[src/rtl/pwm_capture_if.sv]
// pwm_capture_if: PWM input plus measurement results of pwm_capture.
// master = the capture block, slave = whoever drives PWM and consumes results.
`timescale 1ns/10ps
interface pwm_capture_if;
    logic        pwm_in;
    logic [7:0]  duty_cycle;
    logic [10:0] high_cycles;
    logic [10:0] period_cycles;
    logic        valid;
    logic        stuck;
    logic        err;

    modport master (
        input  pwm_in,
        output duty_cycle, high_cycles, period_cycles, valid, stuck, err
    );

    modport slave (
        output pwm_in,
        input  duty_cycle, high_cycles, period_cycles, valid, stuck, err
    );
endinterface

[src/rtl/pwm_capture.sv]
// pwm_capture: times high/low phases of a (possibly asynchronous) PWM input
// and reports period, high time and decoded 8-bit duty once per period.
// Optional feature macro: PWM_CAPTURE_PERIOD_CHECK_EN (rejects measurements
// whose period is outside NOMINAL_PERIOD +/- PERIOD_TOL).
`timescale 1ns/10ps
module pwm_capture #(
    parameter int SYNC_STAGES    = 2,
    parameter int TIMEOUT        = 2047,
    parameter int NOMINAL_PERIOD = 1024,
    parameter int PERIOD_TOL     = 4
) (
    input  logic         clk,
    input  logic         reset,
    pwm_capture_if.master bus
);
    // Edge detection is masked until the synchronizer pipeline holds real
    // samples, so a level that was already high at reset release is not
    // mistaken for a rising edge (the interrupted period is discarded).
    localparam int          PRIME = SYNC_STAGES + 2;
    localparam int          PW    = $clog2(PRIME + 1);
    localparam logic [10:0] TO    = 11'(TIMEOUT);
    localparam logic [10:0] SAT   = 11'h7FF;

    typedef enum logic [1:0] {ACQ, HIGH, LOW} state_t;

    // Elaboration-time sanity checks on the configuration.
    if (SYNC_STAGES < 2 || TIMEOUT < 2 || TIMEOUT > 2047 ||
        PERIOD_TOL < 0 || NOMINAL_PERIOD <= PERIOD_TOL) begin : g_bad_cfg
        $error("pwm_capture: illegal parameter combination");
    end

    logic [SYNC_STAGES-1:0] sync_q;
    logic                   s_q;
    logic                   s_prev_q;
    logic [PW-1:0]          prime_q;
    logic                   primed;
    logic                   rise;
    logic                   fall;

    state_t      state_q;
    logic [10:0] hi_q;
    logic [10:0] lo_q;
    logic [10:0] idle_q;
    logic [7:0]  duty_q;
    logic [10:0] high_q;
    logic [10:0] period_q;
    logic        valid_q;
    logic        stuck_q;

    logic [10:0] hi_inc_d;
    logic [10:0] lo_inc_d;
    logic [11:0] sum_d;
    logic [10:0] period_d;
    logic [10:0] hm1_d;
    logic [7:0]  duty_d;
    logic [10:0] idle_d;
    logic        timeout_d;

    // Input synchronizer, level flop `s` and its delayed copy for edges.
    always_ff @(posedge clk) begin
        if (reset) begin
            sync_q   <= '0;
            s_q      <= 1'b0;
            s_prev_q <= 1'b0;
            prime_q  <= '0;
        end else begin
            sync_q   <= {sync_q[SYNC_STAGES-2:0], bus.pwm_in};
            s_q      <= sync_q[SYNC_STAGES-1];
            s_prev_q <= s_q;
            if (!primed) prime_q <= prime_q + 1'b1;
        end
    end

    assign primed = (prime_q == PW'(PRIME));
    assign rise   = primed &  s_q & ~s_prev_q;
    assign fall   = primed & ~s_q &  s_prev_q;

    // Saturating counters and the decode of a completed measurement.
    assign hi_inc_d = (hi_q == SAT) ? hi_q : hi_q + 11'd1;
    assign lo_inc_d = (lo_q == SAT) ? lo_q : lo_q + 11'd1;
    assign sum_d    = {1'b0, hi_q} + {1'b0, lo_q};
    assign period_d = sum_d[11] ? SAT : sum_d[10:0];
    assign hm1_d    = hi_q - 11'd1;
    assign duty_d   = hm1_d[10] ? 8'hFF : hm1_d[9:2];

    // Idle counter: cleared by any edge, parks at TIMEOUT so stuck fires once.
    assign idle_d    = (!primed || rise || fall) ? 11'd0 :
                       (idle_q == TO)            ? TO    : idle_q + 11'd1;
    assign timeout_d = primed && !rise && !fall && (idle_q == TO - 11'd1);

`ifdef PWM_CAPTURE_PERIOD_CHECK_EN
    logic err_q;
    int   diff_d;
    logic period_bad_d;

    assign diff_d       = int'(period_d) - NOMINAL_PERIOD;
    assign period_bad_d = (diff_d > PERIOD_TOL) || (diff_d < -PERIOD_TOL);
    assign bus.err      = err_q;
`else
    assign bus.err = 1'b0;
`endif

    // Measurement FSM with registered result outputs.
    always_ff @(posedge clk) begin
        if (reset) begin
            state_q  <= ACQ;
            hi_q     <= '0;
            lo_q     <= '0;
            idle_q   <= '0;
            duty_q   <= '0;
            high_q   <= '0;
            period_q <= '0;
            valid_q  <= 1'b0;
            stuck_q  <= 1'b0;
`ifdef PWM_CAPTURE_PERIOD_CHECK_EN
            err_q    <= 1'b0;
`endif
        end else begin
            valid_q <= 1'b0;
            idle_q  <= idle_d;
`ifdef PWM_CAPTURE_PERIOD_CHECK_EN
            err_q   <= 1'b0;
`endif
            if (timeout_d) begin
                stuck_q  <= 1'b1;
                valid_q  <= 1'b1;
                duty_q   <= s_q ? 8'hFF : 8'h00;
                high_q   <= '0;
                period_q <= '0;
                hi_q     <= '0;
                lo_q     <= '0;
                state_q  <= ACQ;
            end else begin
                case (state_q)
                    ACQ: begin
                        if (rise) begin
                            stuck_q <= 1'b0;
                            hi_q    <= 11'd1;
                            lo_q    <= '0;
                            state_q <= HIGH;
                        end
                    end
                    HIGH: begin
                        if (fall) begin
                            lo_q    <= 11'd1;
                            state_q <= LOW;
                        end else begin
                            hi_q <= hi_inc_d;
                        end
                    end
                    LOW: begin
                        if (rise) begin
                            high_q   <= hi_q;
                            period_q <= period_d;
                            valid_q  <= 1'b1;
`ifdef PWM_CAPTURE_PERIOD_CHECK_EN
                            err_q    <= period_bad_d;
                            if (!period_bad_d) duty_q <= duty_d;
`else
                            duty_q   <= duty_d;
`endif
                            hi_q     <= 11'd1;
                            lo_q     <= '0;
                            state_q  <= HIGH;
                        end else begin
                            lo_q <= lo_inc_d;
                        end
                    end
                    default: state_q <= ACQ;
                endcase
            end
        end
    end

    assign bus.duty_cycle    = duty_q;
    assign bus.high_cycles   = high_q;
    assign bus.period_cycles = period_q;
    assign bus.valid         = valid_q;
    assign bus.stuck         = stuck_q;
endmodule

[src/flat_wrapper.sv]
// flat-port wrapper written by rule: the top's interface ports become plain ports
module pwm_capture_flat 
#(
    parameter int SYNC_STAGES    = 2,
    parameter int TIMEOUT        = 2047,
    parameter int NOMINAL_PERIOD = 1024,
    parameter int PERIOD_TOL     = 4
)
  (clk, reset, bus_pwm_in, bus_duty_cycle, bus_high_cycles, bus_period_cycles, bus_valid, bus_stuck, bus_err);
  pwm_capture_if bus_i ();
  input  logic clk;
  input  logic reset;
  input wire logic [$bits(bus_i.pwm_in)-1:0] bus_pwm_in;
  output wire logic [$bits(bus_i.duty_cycle)-1:0] bus_duty_cycle;
  output wire logic [$bits(bus_i.high_cycles)-1:0] bus_high_cycles;
  output wire logic [$bits(bus_i.period_cycles)-1:0] bus_period_cycles;
  output wire logic [$bits(bus_i.valid)-1:0] bus_valid;
  output wire logic [$bits(bus_i.stuck)-1:0] bus_stuck;
  output wire logic [$bits(bus_i.err)-1:0] bus_err;
  assign bus_i.pwm_in = bus_pwm_in;
  assign bus_duty_cycle = bus_i.duty_cycle;
  assign bus_high_cycles = bus_i.high_cycles;
  assign bus_period_cycles = bus_i.period_cycles;
  assign bus_valid = bus_i.valid;
  assign bus_stuck = bus_i.stuck;
  assign bus_err = bus_i.err;
  pwm_capture #(.SYNC_STAGES(SYNC_STAGES), .TIMEOUT(TIMEOUT), .NOMINAL_PERIOD(NOMINAL_PERIOD), .PERIOD_TOL(PERIOD_TOL)) u_core (.clk(clk), .reset(reset), .bus(bus_i));
endmodule
[config.mk]
export PLATFORM = sky130hd
export DESIGN_NAME = pwm_capture_flat
export DESIGN_NICKNAME = d
export VERILOG_FILES = /design/src/rtl/pwm_capture_if.sv /design/src/rtl/pwm_capture.sv /design/src/flat_wrapper.sv
export SDC_FILE = /design/constraint.sdc
export NUM_CORES = 1
export LEC_CHECK = 0
export CAP_MARGIN = 20
export CORE_MARGIN = 8
export CORE_UTILIZATION = 38
export DETAILED_ROUTE_END_ITERATION = 10
export SLEW_MARGIN = 20
export SYNTH_ARGS = -nofsm -noshare
export SYNTH_HDL_FRONTEND = slang
export SYNTH_SLANG_ARGS = --single-unit
[constraint.sdc]
create_clock -name clk -period 3 [get_ports clk]
set_input_delay 0.6 -clock clk [delete_from_list [all_inputs] [get_ports clk]]
set_output_delay 0.6 -clock clk [all_outputs]
set_load 0.02 [all_outputs]
# Word-level counts from Yosys, hierarchy flattened
# Index checks and enable logic that the tools add are counted.
dict set report classes {
  reduce_logical 23
  add_sub_neg 6
  n_bitwise 6
  mux 25
  n_eq_ne 13
}
# cell n
set op_table {}
lappend op_table {{11-bit 2-to-1 mux} 9}
lappend op_table {{11-bit == test, second input constant} 4}
lappend op_table {{8-bit 2-to-1 mux} 5}
lappend op_table {{11-bit by 1-bit adder with 11-bit output, second input constant} 3}
lappend op_table {{11-bit one-hot mux with 3 select lines} 1}
lappend op_table {{11-bit one-hot mux with 2 select lines} 1}
lappend op_table {{11-bit by 11-bit adder with 12-bit output} 1}
lappend op_table {{11-bit by 1-bit subtractor with 11-bit output, second input constant} 1}
lappend op_table {{2-bit AND reduction} 4}
lappend op_table {{4-bit AND reduction} 2}
lappend op_table {{2-bit nonzero test} 4}
lappend op_table {{1-bit 2-to-1 mux} 6}
lappend op_table {{2-bit by 1-bit != test with 1-bit output, second input constant} 3}
lappend op_table {{2-bit OR reduction} 3}
lappend op_table {{1-bit AND} 4}
lappend op_table {{2-bit 2-to-1 mux} 2}
lappend op_table {{2-bit != test, second input constant} 2}
lappend op_table {{2-bit one-hot mux with 2 select lines} 1}
lappend op_table {{3-bit by 1-bit adder with 3-bit output, second input constant} 1}
lappend op_table {{3-bit == test, second input constant} 1}
lappend op_table {{1-bit logical AND} 3}
lappend op_table {{1-bit zero test} 3}
lappend op_table {{3-bit by 2-bit != test with 1-bit output, second input constant} 1}
lappend op_table {{3-bit nonzero test} 1}
lappend op_table {{other kinds (5)} 7}
dict set report word_totals {
  elab_cells 86
  input_bits 3
  reg_bits 74
  output_inout_bits 33
}

# Longest topological paths before layout
dict set report logic_depth {
  word_depth 9
  mapped_depth 10
}

# Least setup slack after synthesis
# OpenSTA, ideal clock, no wires.
dict set report synth_timing {
  path_type {register to register}
  from {reg u_core.hi_q[1]}
  to {reg u_core.period_q[1], in the netlist u_core.bus.period_cycles[1]}
  slack_ns 0.892
  setup_ns 0.119
  required_ns 2.881
  n_path_buf 1
  arrival_time_ns 1.988
  period_less_slack_ns 2.108
  stages_incl_launch_ff 9
  path_cell_list {dfxtp_1 ha_1 a211oi_1 o21a_1 o31ai_1 a221o_1 a211oi_1 buf_2 a21oi_1}
}
dict set report synth_via {
  elab_chain_len 2
}
# element line
set synth_rtl {}
lappend synth_rtl {{start: declaration} pwm_capture.sv:41} ;# logic [10:0] hi_q;
lappend synth_rtl {{start signal: assignment} pwm_capture.sv:148} ;# hi_q <= hi_inc_d;
lappend synth_rtl {{11-bit by 11-bit adder with 12-bit output} pwm_capture.sv:81} ;# assign sum_d = {1'b0, hi_q} + {1'b0, lo_q};
lappend synth_rtl {{11-bit 2-to-1 mux} pwm_capture.sv:82} ;# assign period_d = sum_d[11] ? SAT : sum_d[10:0];
lappend synth_rtl {{end signal: assignment} pwm_capture.sv:154} ;# period_q <= period_d;
lappend synth_rtl {{end: declaration} pwm_capture.sv:46} ;# logic [10:0] period_q;
# Every way passes these cells.
# A chain may end at the register's enable or synchronous reset.

# Final worst setup path
dict set report layout_timing {
  from {reg u_core.prime_q[0]}
  to {reg u_core.hi_q[1]}
}
dict set report layout_via {
  elab_chain_len 8
  elab_cells_between_ends 14
  classes_between {eq/ne (3); bitwise (4); reduce/logical (7)}
}
# element line
set layout_rtl {}
lappend layout_rtl {{start: declaration} pwm_capture.sv:35} ;# logic [PW-1:0] prime_q;
lappend layout_rtl {{start signal: assignment} pwm_capture.sv:70} ;# if (!primed) prime_q <= prime_q + 1'b1;
lappend layout_rtl {{3-bit == test *} pwm_capture.sv:74} ;# assign primed = (prime_q == PW'(PRIME));
lappend layout_rtl {{1-bit AND (2 in a row)} pwm_capture.sv:75} ;# assign rise = primed & s_q & ~s_prev_q;
lappend layout_rtl {{1-bit zero test} pwm_capture.sv:89} ;# assign timeout_d = primed && !rise && !fall && (idle_q == TO - 11'd1);
lappend layout_rtl {{1-bit logical AND (3 in a row)} pwm_capture.sv:89}
lappend layout_rtl {{2-bit OR reduction (no source line)} n/a}
# Mark *: on every way between the ends. The rest lies on a longest branch, timed or not.

==> metrics.txt <==
outcome finished, final reports clean; Layout area overhead 17.3%; cell area after layout 4490 µm²; Post-synth top flop dfxtp_1; DR vias/cell 5.19; Slew Viols, Final 0; # setup viols final 0; max frequency 392 MHz; Setup CP Type flop to flop; Slew @ Worst Pin 0.909 ns; total power 1900 µW; vias post-DR 3251; Compound-Gate Fraction of Synth Area 0.186; final hold vios 0; final wirelength 9090 µm; Max Root-Sink Buffers 2; most frequent cells in the layout dfxtp_1, nand2_1, a21oi_1; most common cell after layout, fill and taps aside dfxtp_1; synth top area cells dfxtp_1, ha_1, a21oi_1; vias in the first global route 3064; die area 13500 µm²; Post-synth EDFFs 0; GRT Resource Usage Total 0.141; Synth Cell Area 3830 µm²; Peak VDD IR 0.000231 V; Iter 0 DRT Violations 196; Post-DP Area 4280 µm²; Critical Path Fanout Max 13; CTS Root Cell clkbuf_8; Hold Crit Class flop to flop; IO Pins 36; initial antenna violation count 0; cts repair resizes 0; largest family of logic cells by synthesized area simple AND/OR/NAND/NOR gates; Syn Nets 487; Yosys cell types 54; mux contribution to synthesized area 0.00261; Post-Syn Instances 461; Die X 116 µm; crit path DAT 2.84 ns; placer's final routability congestion estimate 0.826; post-CTS setup buffers 0; CP required 3.29 ns; CTS clk-pin slew, worst paths 0.08 ns; XOR/XNOR Fraction of Synth Area 0.0755; PortBufs 34; Core Footprint 9770 µm²; TritonRoute pass-1 iters 4; starting density of the core 0.392; Tcrit/Tclk final 0.850; post-DP HPWL 6390 µm; Setup crit start kind flop; Yosys Warn Count 0; CTS buffer count 9; Syn Area/Cell 8.31 µm²; RSZ-0062 raised after global routing no; number of H-tree levels 3; Yosys reg bits 74; sequential area share after synthesis 0.387; TritonCTS clock tree built; proportion of layout cells with a drive suffix above 1 0.0769; Nets 515; first-pass GRT wire length 15200 µm; Cell Rows 36; clk_lat worst skew 0.35 ns; Adder-Cell Fraction of Synth Area 0.0771; skew final 0.00927 ns; GRT Residual Overflow 0; proportion of netlist area held by the largest area contributor 0.387; Die Ht 116 µm; n_diodes 0; clock sink total 74; Final ANT Viol Nets 0; Max-Cap Viols 0; routed len/inst 14.5 µm; PD cells 424 nW/µm²; pin count of the biggest net entering global routing 25; Final Critical Period 2.55 ns; Critical Path Sink Type flop; Synth Area in Simple Gates 0.230; cell accounting for the most synthesized area dfxtp_1; DRC 0; Leak 0.00162 µW; Relative slew margins 0.392; async set-reset flop share out of synthesis 0; Setup TNS 0 ns; Hold-fix buffers, CTS 0
## final cells by class
| class | instances | area [µm²] |
|---|---|---|
| inverters | 15 | 56.3 |
| well taps | 133 | 166 |
| fillers | 996 | 5280 |
| multi-input cells | 350 | 2190 |
| clock inverters | 7 | 93.8 |
| clock buffers | 9 | 124 |
| repair buffers | 39 | 378 |
| flip-flops and latches | 74 | 1480 |
## registers in the layout, indices dropped and copies added (netlist names)
| register | count |
|---|---|
| u_core.bus.period_cycles | 11 |
| u_core.s_q | 1 |
| u_core.bus.valid | 1 |
| u_core.lo_q | 11 |
| u_core.bus.high_cycles | 11 |
| u_core.hi_q | 11 |
| u_core.sync_q | 2 |
| u_core.prime_q | 3 |
| u_core.s_prev_q | 1 |
| u_core.idle_q | 11 |
| u_core.bus.stuck | 1 |
| u_core.state_q | 2 |
| u_core.bus.duty_cycle | 8 |
## worst paths after layout
path | depth (start not counted) | to | slack (ns) | startpoint
setup / recovery | 8 | u_core.hi_q[1] | 0.45 | u_core.prime_q[0]
hold / removal | 1 | u_core.sync_q[1] | 0.44 | u_core.sync_q[0]
setup reg to reg | 8 | u_core.hi_q[1] | 0.45 | u_core.prime_q[0]
hold reg to reg | 1 | u_core.sync_q[1] | 0.44 | u_core.sync_q[0]
## critical path, cell delays in order, from the launching register on
cell and delay, ns:
dfxtp_1 0.38, inv_1 0.06, ha_1 0.29, nand2_1 0.22, nor4_1 0.08, and3_1 0.24
nor2_1 0.70, o21ai_2 0.33, nor2_1 0.18
## Yosys cell counts, types with 2 or more instances
| cell | instances |
|---|---|
| xnor2_1 | 22 |
| nor2b_1 | 7 |
| or3_1 | 4 |
| a21o_1 | 8 |
| and2_1 | 2 |
| nand3_1 | 15 |
| clkbuf_1 | 11 |
| inv_1 | 15 |
| or2_1 | 2 |
| nand4_1 | 2 |
| a21oi_1 | 49 |
| or2_2 | 2 |
| xor2_1 | 11 |
| and3_1 | 9 |
| buf_2 | 9 |
| dfxtp_1 | 74 |
| nand2_1 | 53 |
| nor2_1 | 47 |
| o21ai_0 | 28 |
| nand3b_1 | 6 |
| a211oi_1 | 3 |
| a221oi_2 | 2 |
| nor3_1 | 11 |
| a31oi_1 | 12 |
| o21ai_2 | 2 |
| o21a_1 | 3 |
| ha_1 | 22 |
| and4_1 | 2 |
| nand2b_1 | 2 |
| nor2_2 | 2 |
## power by group
group | switching [µW] | leakage, µW | internal (µW) | total, µW
Clock | 385 | 0.000105 | 466 | 852
Combinational | 35.8 | 0.000916 | 18.9 | 54.7
Sequential | 8.40 | 0.000597 | 989 | 998
## per-layer routing
layer,share of wire,wire (µm),GRT usage
met5,0,0,0
met4,0.011,104,0.0389
met3,0.053,485,0.0440
met2,0.45,4070,0.224
met1,0.49,4430,0.181
## logic make-up (layout without fill, tap and decap cells)
kind of cell	count (synthesis)	after routing
AO/OA/AOI/OAI	117	117
XOR/XNOR	33	33
multiplexers	1	1
buffers and inverters	37	70
AND/OR/NAND/NOR	175	175
adder cells (fa/ha/maj)	23	23
flip-flops	74	74
other	1	1
## through the flow
stage               setup slack, ns   util  cells  hold WS [ns]
floorplan                     0.892      -    461         0.414
global placement              0.635  0.437    611         0.416
detailed placement            0.510  0.437    611         0.428
CTS                           0.464  0.460    627         0.449
global route                  0.259  0.460    627         0.462
finish                        0.451  0.460    627         0.443
No activity file was read; power rests on OpenSTA's default activity.
